==> config.mk <==
export PLATFORM = sky130hd
export DESIGN_NAME = scalar_wb_queue
export DESIGN_NICKNAME = d
export VERILOG_FILES = /design/src/rtl/scalar_wb_queue.sv
export SDC_FILE = /design/constraint.sdc
export NUM_CORES = 1
export LEC_CHECK = 0
export ABC_CLOCK_PERIOD_IN_PS = 6900
export CORE_MARGIN = 4
export CORE_UTILIZATION = 30
export DETAILED_ROUTE_END_ITERATION = 10
export GPL_ROUTABILITY_DRIVEN = 1
export REMOVE_ABC_BUFFERS = 1
export SKIP_LAST_GASP = 1
export SLEW_MARGIN = 20
export SYNTH_ARGS = -nofsm -noshare
export SYNTH_HDL_FRONTEND = slang
export SYNTH_SLANG_ARGS = --single-unit
==> constraint.sdc <==
create_clock -name clk -period 6.9 [get_ports clk]
set_input_delay 1.38 -clock clk [delete_from_list [all_inputs] [get_ports clk]]
set_output_delay 1.38 -clock clk [all_outputs]
set_load 0.005 [all_outputs]
==> src/rtl/scalar_wb_queue.sv <==
// Scalar writeback queue: buffers ALU/LSU register writes in FIFO order and
// drains them into the scalar register file, with pending-write hazard lookup.
`ifndef DATA_WIDTH
`define DATA_WIDTH 32
`endif

module scalar_wb_queue #(
  parameter int DATA_WIDTH = `DATA_WIDTH,
  parameter int DEPTH      = 4
) (
  input  logic                    clk,
  input  logic                    reset,
  input  logic                    flush,
  input  logic                    alu_wb_valid,
  input  logic [4:0]              alu_wb_rd,
  input  logic [DATA_WIDTH-1:0]   alu_wb_data,
  output logic                    alu_wb_ready,
  input  logic                    lsu_wb_valid,
  input  logic [4:0]              lsu_wb_rd,
  input  logic [DATA_WIDTH-1:0]   lsu_wb_data,
  output logic                    lsu_wb_ready,
  input  logic                    drain_enable,
  output logic                    rf_write_enable,
  output logic [4:0]              rf_rd_address,
  output logic [DATA_WIDTH-1:0]   rf_write_data,
  input  logic [4:0]              query_rs1_address,
  input  logic [4:0]              query_rs2_address,
  output logic                    rs1_busy,
  output logic                    rs2_busy,
  output logic [$clog2(DEPTH):0]  count,
  output logic                    full,
  output logic                    empty
);

  localparam int PTR_W = $clog2(DEPTH);
  localparam int CNT_W = PTR_W + 1;

  logic [PTR_W-1:0]      r_head;
  logic [PTR_W-1:0]      r_tail;
  logic [CNT_W-1:0]      r_count;
  logic [4:0]            r_rd   [DEPTH];
  logic [DATA_WIDTH-1:0] r_data [DEPTH];

  logic                  w_accept;
  logic                  w_store;
  logic                  w_pop;
  logic [4:0]            w_sel_rd;
  logic [DATA_WIDTH-1:0] w_sel_data;
  logic [DEPTH-1:0]      w_occupied;

  assign count = r_count;
  assign full  = (r_count == CNT_W'(DEPTH));
  assign empty = (r_count == '0);

  // Readies are held low while reset is asserted; LSU always outranks ALU.
  assign lsu_wb_ready = reset && !full && !flush;
  assign alu_wb_ready = reset && !full && !flush && !lsu_wb_valid;

  assign w_accept   = (lsu_wb_valid && lsu_wb_ready) || (alu_wb_valid && alu_wb_ready);
  assign w_sel_rd   = lsu_wb_valid ? lsu_wb_rd   : alu_wb_rd;
  assign w_sel_data = lsu_wb_valid ? lsu_wb_data : alu_wb_data;
  assign w_store    = w_accept && (w_sel_rd != 5'd0);

  assign rf_write_enable = reset && drain_enable && !empty && !flush;
  assign rf_rd_address   = empty ? 5'd0 : r_rd[r_head];
  assign rf_write_data   = empty ? '0   : r_data[r_head];
  assign w_pop           = rf_write_enable;

  // An entry is live when its distance from head is below the occupancy.
  always_comb begin
    w_occupied = '0;
    rs1_busy   = 1'b0;
    rs2_busy   = 1'b0;
    for (int i = 0; i < DEPTH; i++) begin
      w_occupied[i] = ({1'b0, PTR_W'(PTR_W'(i) - r_head)} < r_count);
      if (w_occupied[i] && (query_rs1_address != 5'd0) && (r_rd[i] == query_rs1_address))
        rs1_busy = 1'b1;
      if (w_occupied[i] && (query_rs2_address != 5'd0) && (r_rd[i] == query_rs2_address))
        rs2_busy = 1'b1;
    end
  end

  always_ff @(posedge clk or negedge reset) begin
    if (!reset) begin
      r_head  <= '0;
      r_tail  <= '0;
      r_count <= '0;
      for (int i = 0; i < DEPTH; i++) begin
        r_rd[i]   <= '0;
        r_data[i] <= '0;
      end
    end else if (flush) begin
      r_head  <= '0;
      r_tail  <= '0;
      r_count <= '0;
    end else begin
      if (w_store) begin
        r_rd[r_tail]   <= w_sel_rd;
        r_data[r_tail] <= w_sel_data;
        r_tail         <= r_tail + PTR_W'(1);
      end
      if (w_pop)
        r_head <= r_head + PTR_W'(1);
      case ({w_store, w_pop})
        2'b10:   r_count <= r_count + CNT_W'(1);
        2'b01:   r_count <= r_count - CNT_W'(1);
        default: r_count <= r_count;
      endcase
    end
  end

endmodule

Yosys cells after proc, flatten, opt, wreduce, memory -nomap -nowiden
Index checks and enable logic that the tools add are counted.

RAM bits: 0. Word-level logic and storage cells: 109. Input bits: 90. Flip-flop bits (word level): 155. Latch bits: 0. Memories kept: 0. Output and inout port bits: 47. ROM bits: 0.

Divide/modulo/power cells: 0. Multiplexer cells: 30. Bitwise logic cells: 3. Add/subtract/negate cells: 8. Reductions and logical operators: 39. Multipliers: 0. Shifts and indexed selects: 0. $lt $le $gt $ge: 7. Eq/ne operators: 11.

Operators by type and width (count): $mux W32 (5); $bwmux W128 (1); $bmux W32 S2 (1); $demux W32 S2 (1); $eq A5 B5 Y1 (8); $logic_and A1 B1 Y1 (26); $mux W5 (5); $bwmux W20 (1); $reduce_bool A5 Y1 (3); $lt A2 B3 Y1 (4); $bmux W5 S2 (1); $demux W5 S2 (1); $mux W1 (8); $mux W2 (4); $ge A3 B3 Y1 const B (2); $not A2 Y3 (2); $pmux W3 S2 (1); $add A2 B1 Y2 const B (2); $logic_not A1 Y1 (4); $reduce_bool A2 Y1 (2); $sub A1 B2 Y2 const A (2); $sub A2 B2 Y2 const A (2); $add A3 B1 Y3 const B (1); $eq A3 B3 Y1 const B (1); other kinds (10) (10).

Logic depth before layout (Yosys ltp)
Depth in word-level cells: 11. Mapped depth: 12. Depth with buffers taken out: 10.

Worst setup path after synthesis
Ideal clock, no wire load.

Path type: input to output. Start point: in query_rs1_address[4]. End point: out rs1_busy. Required time: 5520 ps. Buffers on the path: 1. Cell stages on the path: 6. Path slack: 3228 ps. Arrival: 2292 ps. Cells stage by stage: clkbuf_1 > xnor2_1 > nand3_1 > nor4_1 > nor4_1 > a21oi_1.

Cells in the longest elaborated chain, start to end: 7. Elaborated cells on any way between the ends: 17. Classes of those cells: eq/ne (4); mux (4); reduce/logical (9).

Ends and longest elaborated chain: from (decl) (RTL line 26) `input logic [4:0] query_rs1_address,`; $reduce_bool A5 Y1 (RTL line 76) `if (w_occupied[i] && (query_rs1_address != 5'd0) && (r_rd[i] == query_rs1_address))`; $logic_and A1 B1 Y1 (2 in a row) (RTL line 76); $mux W1 (3 in a row) (RTL line 76); $mux W1 (*) (RTL line 76); to (decl) (RTL line 28) `output logic rs1_busy,`.

Mark *: on every way between the ends. The rest lies on a longest branch, timed or not.

Worst setup path in the final report
Same ends and word-level chain as after synthesis.

==> results.md <==
* Outcome: finished, final reports clean
* Share of post-route cells with drive strength above 1 at 0.101
* Crit path kind: primary input to primary output
* Number of global-route vias before repair at 5971
* Critical Path Fanout Max at 5
* Post-placement worst setup slack at 2.19 ns
* Die boundary width at 171 um
* Clk Tree Root Cell: clkbuf_16
* Wire length of the first global-routing pass at 32300 um
* Vias per cell at 4.77
* Top achievable clock speed at 0.212 GHz
* Sequential area share after synthesis at 0.486
* EDFF count, synth at 0
* Total of cells resized after clock tree synthesis at 0
* Maximum number of pins on one net before global-route repair at 83
* Clock share of power at 0.305
* Initial antenna violation count at 0
* Area fraction of the dominant cell type after synthesis at 0.486
* Fraction of registers with async set or reset after synthesis at 1.00
* Worst-margin pin slew at 0.911 ns
* IR Drop Worst-Case VDD at 0.139 mV
* Cts hold-fix bufs at 0
* Initial core utilization at 0.305
* Net switching power of the design at 949 uW
* Ratio of final minimum period to clock period at 0.684
* Final cell utilization of the core at 0.390
* Mean routed wirelength per cell at 16.2 um
* Min Hold Slack at 0.476 ns
* Total Routing Usage GR at 0.140
* Max-slew violation total from the final report at 0
* Number of synthesized register bits at 155
* Setup_tns at 0 ns
* Worst-case register-to-register setup slack at 3.59 ns
* Die outline area at 0.0293 sq mm
* Static leakage at 0.00429 uW
* Post-Syn Area at 0.00798 sq mm
* Number of DRC markers in iteration 0 at 358
* HP Class: register to register
* Sort of element at the start of the critical path: primary input
* Antenna violation net count after detailed routing at 0
* Crit. Startpoint: query_rs1_address[4]
* Count of nets after finishing at 966
* Worst max-slew margin expressed relative to the limit at 0.392
* I/O Buffers at 136
* Element type at the critical path end: primary output
* Synthesized netlist cell count at 771
* Sw Share at 0.296
* Number of antenna repair diodes at 0
* Worst hold path startpoint: r_data[56]$_DFFE_PN0P_
* Largest cells by area after synthesis: dfrtp_1, mux4_2, o21ai_0
* Reg2reg start: count[2]$_DFFE_PN0P_
* Required time of the worst setup path at 5.52 ns
* Instance area after placement at 0.00954 sq mm
* Clock slew at reported path FFs at 0.06 ns
* DP HPWL at 12500 um
* Max-capacitance violation count at 0
* Synth-to-Final Area Change at 27.6%
* Detailed-route via count at 5798
* Avg Inst Size Synth at 10.3 sq um
* Power density normalized to cell area at 315 mW/mm^2
* Final number of hold-violating endpoints at 0
* Fraction of power consumed by combinational cells at 0.251
* Total DRC errors in the routed layout at 0
* Final instance area at 0.0102 sq mm
* Clock tree from TritonCTS: yes
* Worst Clk Skew at 0.0118 ns
* Setup violation total in the final timing report at 0
* Post-CTS Setup Bufs at 0
* Placeable core region at 0.0261 sq mm
* Internal power consumption at 2250 uW
* CTS Sinks at 155
* Buffer levels on the longest clock path at 2
* Shortest clock period the worst path allows after layout at 4.72 ns
* Cell accounting for the most synthesized area: dfrtp_1
* Count of different cell masters after synthesis at 38
* Final worst slack at 2.18 ns
* First-pass iteration count of the detailed router at 4
* IO Pins at 137
* Number of inserted filler cells in the final layout at 2701
* # H-tree levels at 4
* Cell Rows at 59
* TritonCTS Buffers at 17
* Setup repair after global routing missed its margin: false
* Total of warnings raised by yosys at 0
* Ys flop type: dfrtp_1
* Final weighted congestion in routability-driven placement at 0.809
* Latest clock arrival within the worst-skew pair at 0.42 ns
* Die Height at 171 um
* Global-route congestion overflow total at 0
* Final wirelength at 19700 um
* Proportion of power drawn by flip-flops and latches at 0.443
* Data arrival, critical path at 3.34 ns
## routing by layer
metal  up-vias  GRT usage  share of wire
li1       2859          -              -
met1      2800      0.189           0.47
met2       128      0.234           0.48
met3        11     0.0314          0.045
met4         0     0.0276         0.0067
met5         -          0              0
## state kept, by name, summed over array words and instances (netlist names)
register	flops
count	3
r_data	128
r_head	2
r_rd	20
r_tail	2
## area by class of cell
| cell class | instances | area (sq um) | area share |
|---|---|---|---|
| flip-flops and latches | 155 | 3880 | 0.381 |
| multi-input cells | 544 | 3820 | 0.375 |
| repair buffers | 141 | 1410 | 0.138 |
| clock buffers | 18 | 439 | 0.0431 |
| well taps | 335 | 419 | 0.0412 |
| clock inverters | 14 | 184 | 0.0181 |
| inverters | 8 | 30.0 | 0.00295 |
## cells by family after synthesis
group,synth area share
AO/OA/AOI/OAI,0.106
XOR/XNOR,0.0500
adder cells (fa/ha/maj),0.0151
buffers and inverters,0.0416
flip-flops,0.486
multiplexers,0.151
AND/OR/NAND/NOR,0.150
## cell usage in the layout (no fill, tap or decap), types with 17 or more instances in the layout
| cell type | instances |
|---|---|
| and2_1 | 38 |
| clkbuf_16 | 17 |
| clkdlybuf4s50_1 | 134 |
| dfrtp_1 | 153 |
| mux2i_1 | 37 |
| mux4_2 | 37 |
| nand2_1 | 153 |
| o21ai_0 | 151 |
| xnor2_1 | 26 |
| xor2_1 | 17 |
## critical path, stage by stage
cell and delay, ns:
clkdlybuf4s50_1 0.65, xnor2_1 0.16, nand3_1 0.11, nor4_1 0.29, nor4_1 0.12, a21oi_1 0.13
clkdlybuf4s50_1 0.51
## power groups by stage
stage | combinational, uW | sequential, uW | clock, uW
floorplan | 512 | 1370 | 0
global placement | 800 | 1430 | 0
detailed placement | 820 | 1440 | 0
CTS | 822 | 1420 | 1000
global route | 922 | 1470 | 1050
finish | 805 | 1420 | 978
## final timing paths
| path | cells past startpoint | to |
|---|---|---|
| worst max-delay path | 7 | rs1_busy |
| worst max register to register | 8 | count[2]$_DFFE_PN0P_ |
| worst min register to register | 2 | r_data[56]$_DFFE_PN0P_ |
| max in group asynchronous | 3 | r_data[32]$_DFFE_PN0P_ |
| min in group asynchronous | 1 | r_data[121]$_DFFE_PN0P_ |
| worst min-delay path | 2 | r_data[56]$_DFFE_PN0P_ |
## through the flow
| stage | instances | power [uW] |
|---|---|---|
| final | 1215 | 3200 |
| after global placement | 1182 | 2230 |
| after floorplan | 707 | 1880 |
| after CTS | 1214 | 3250 |
| after global routing | 1215 | 3440 |
| after detailed placement | 1182 | 2260 |
## Yosys cell counts, types with 3 or more instances
cell	n
nand2b_1	5
clkbuf_1	26
xor2_1	17
nor3b_1	4
and2_1	38
inv_1	8
buf_2	28
nand3_1	15
xnor2_1	26
or3_1	4
mux4_2	37
o21ai_0	151
dfrtp_1	155
ha_1	8
nor4_1	11
nand2_1	153
a21oi_1	3
mux2i_1	37
clkbuf_2	6
nor3_1	7
nor2_1	10
Note: power is estimated with default switching activity, not from simulation.
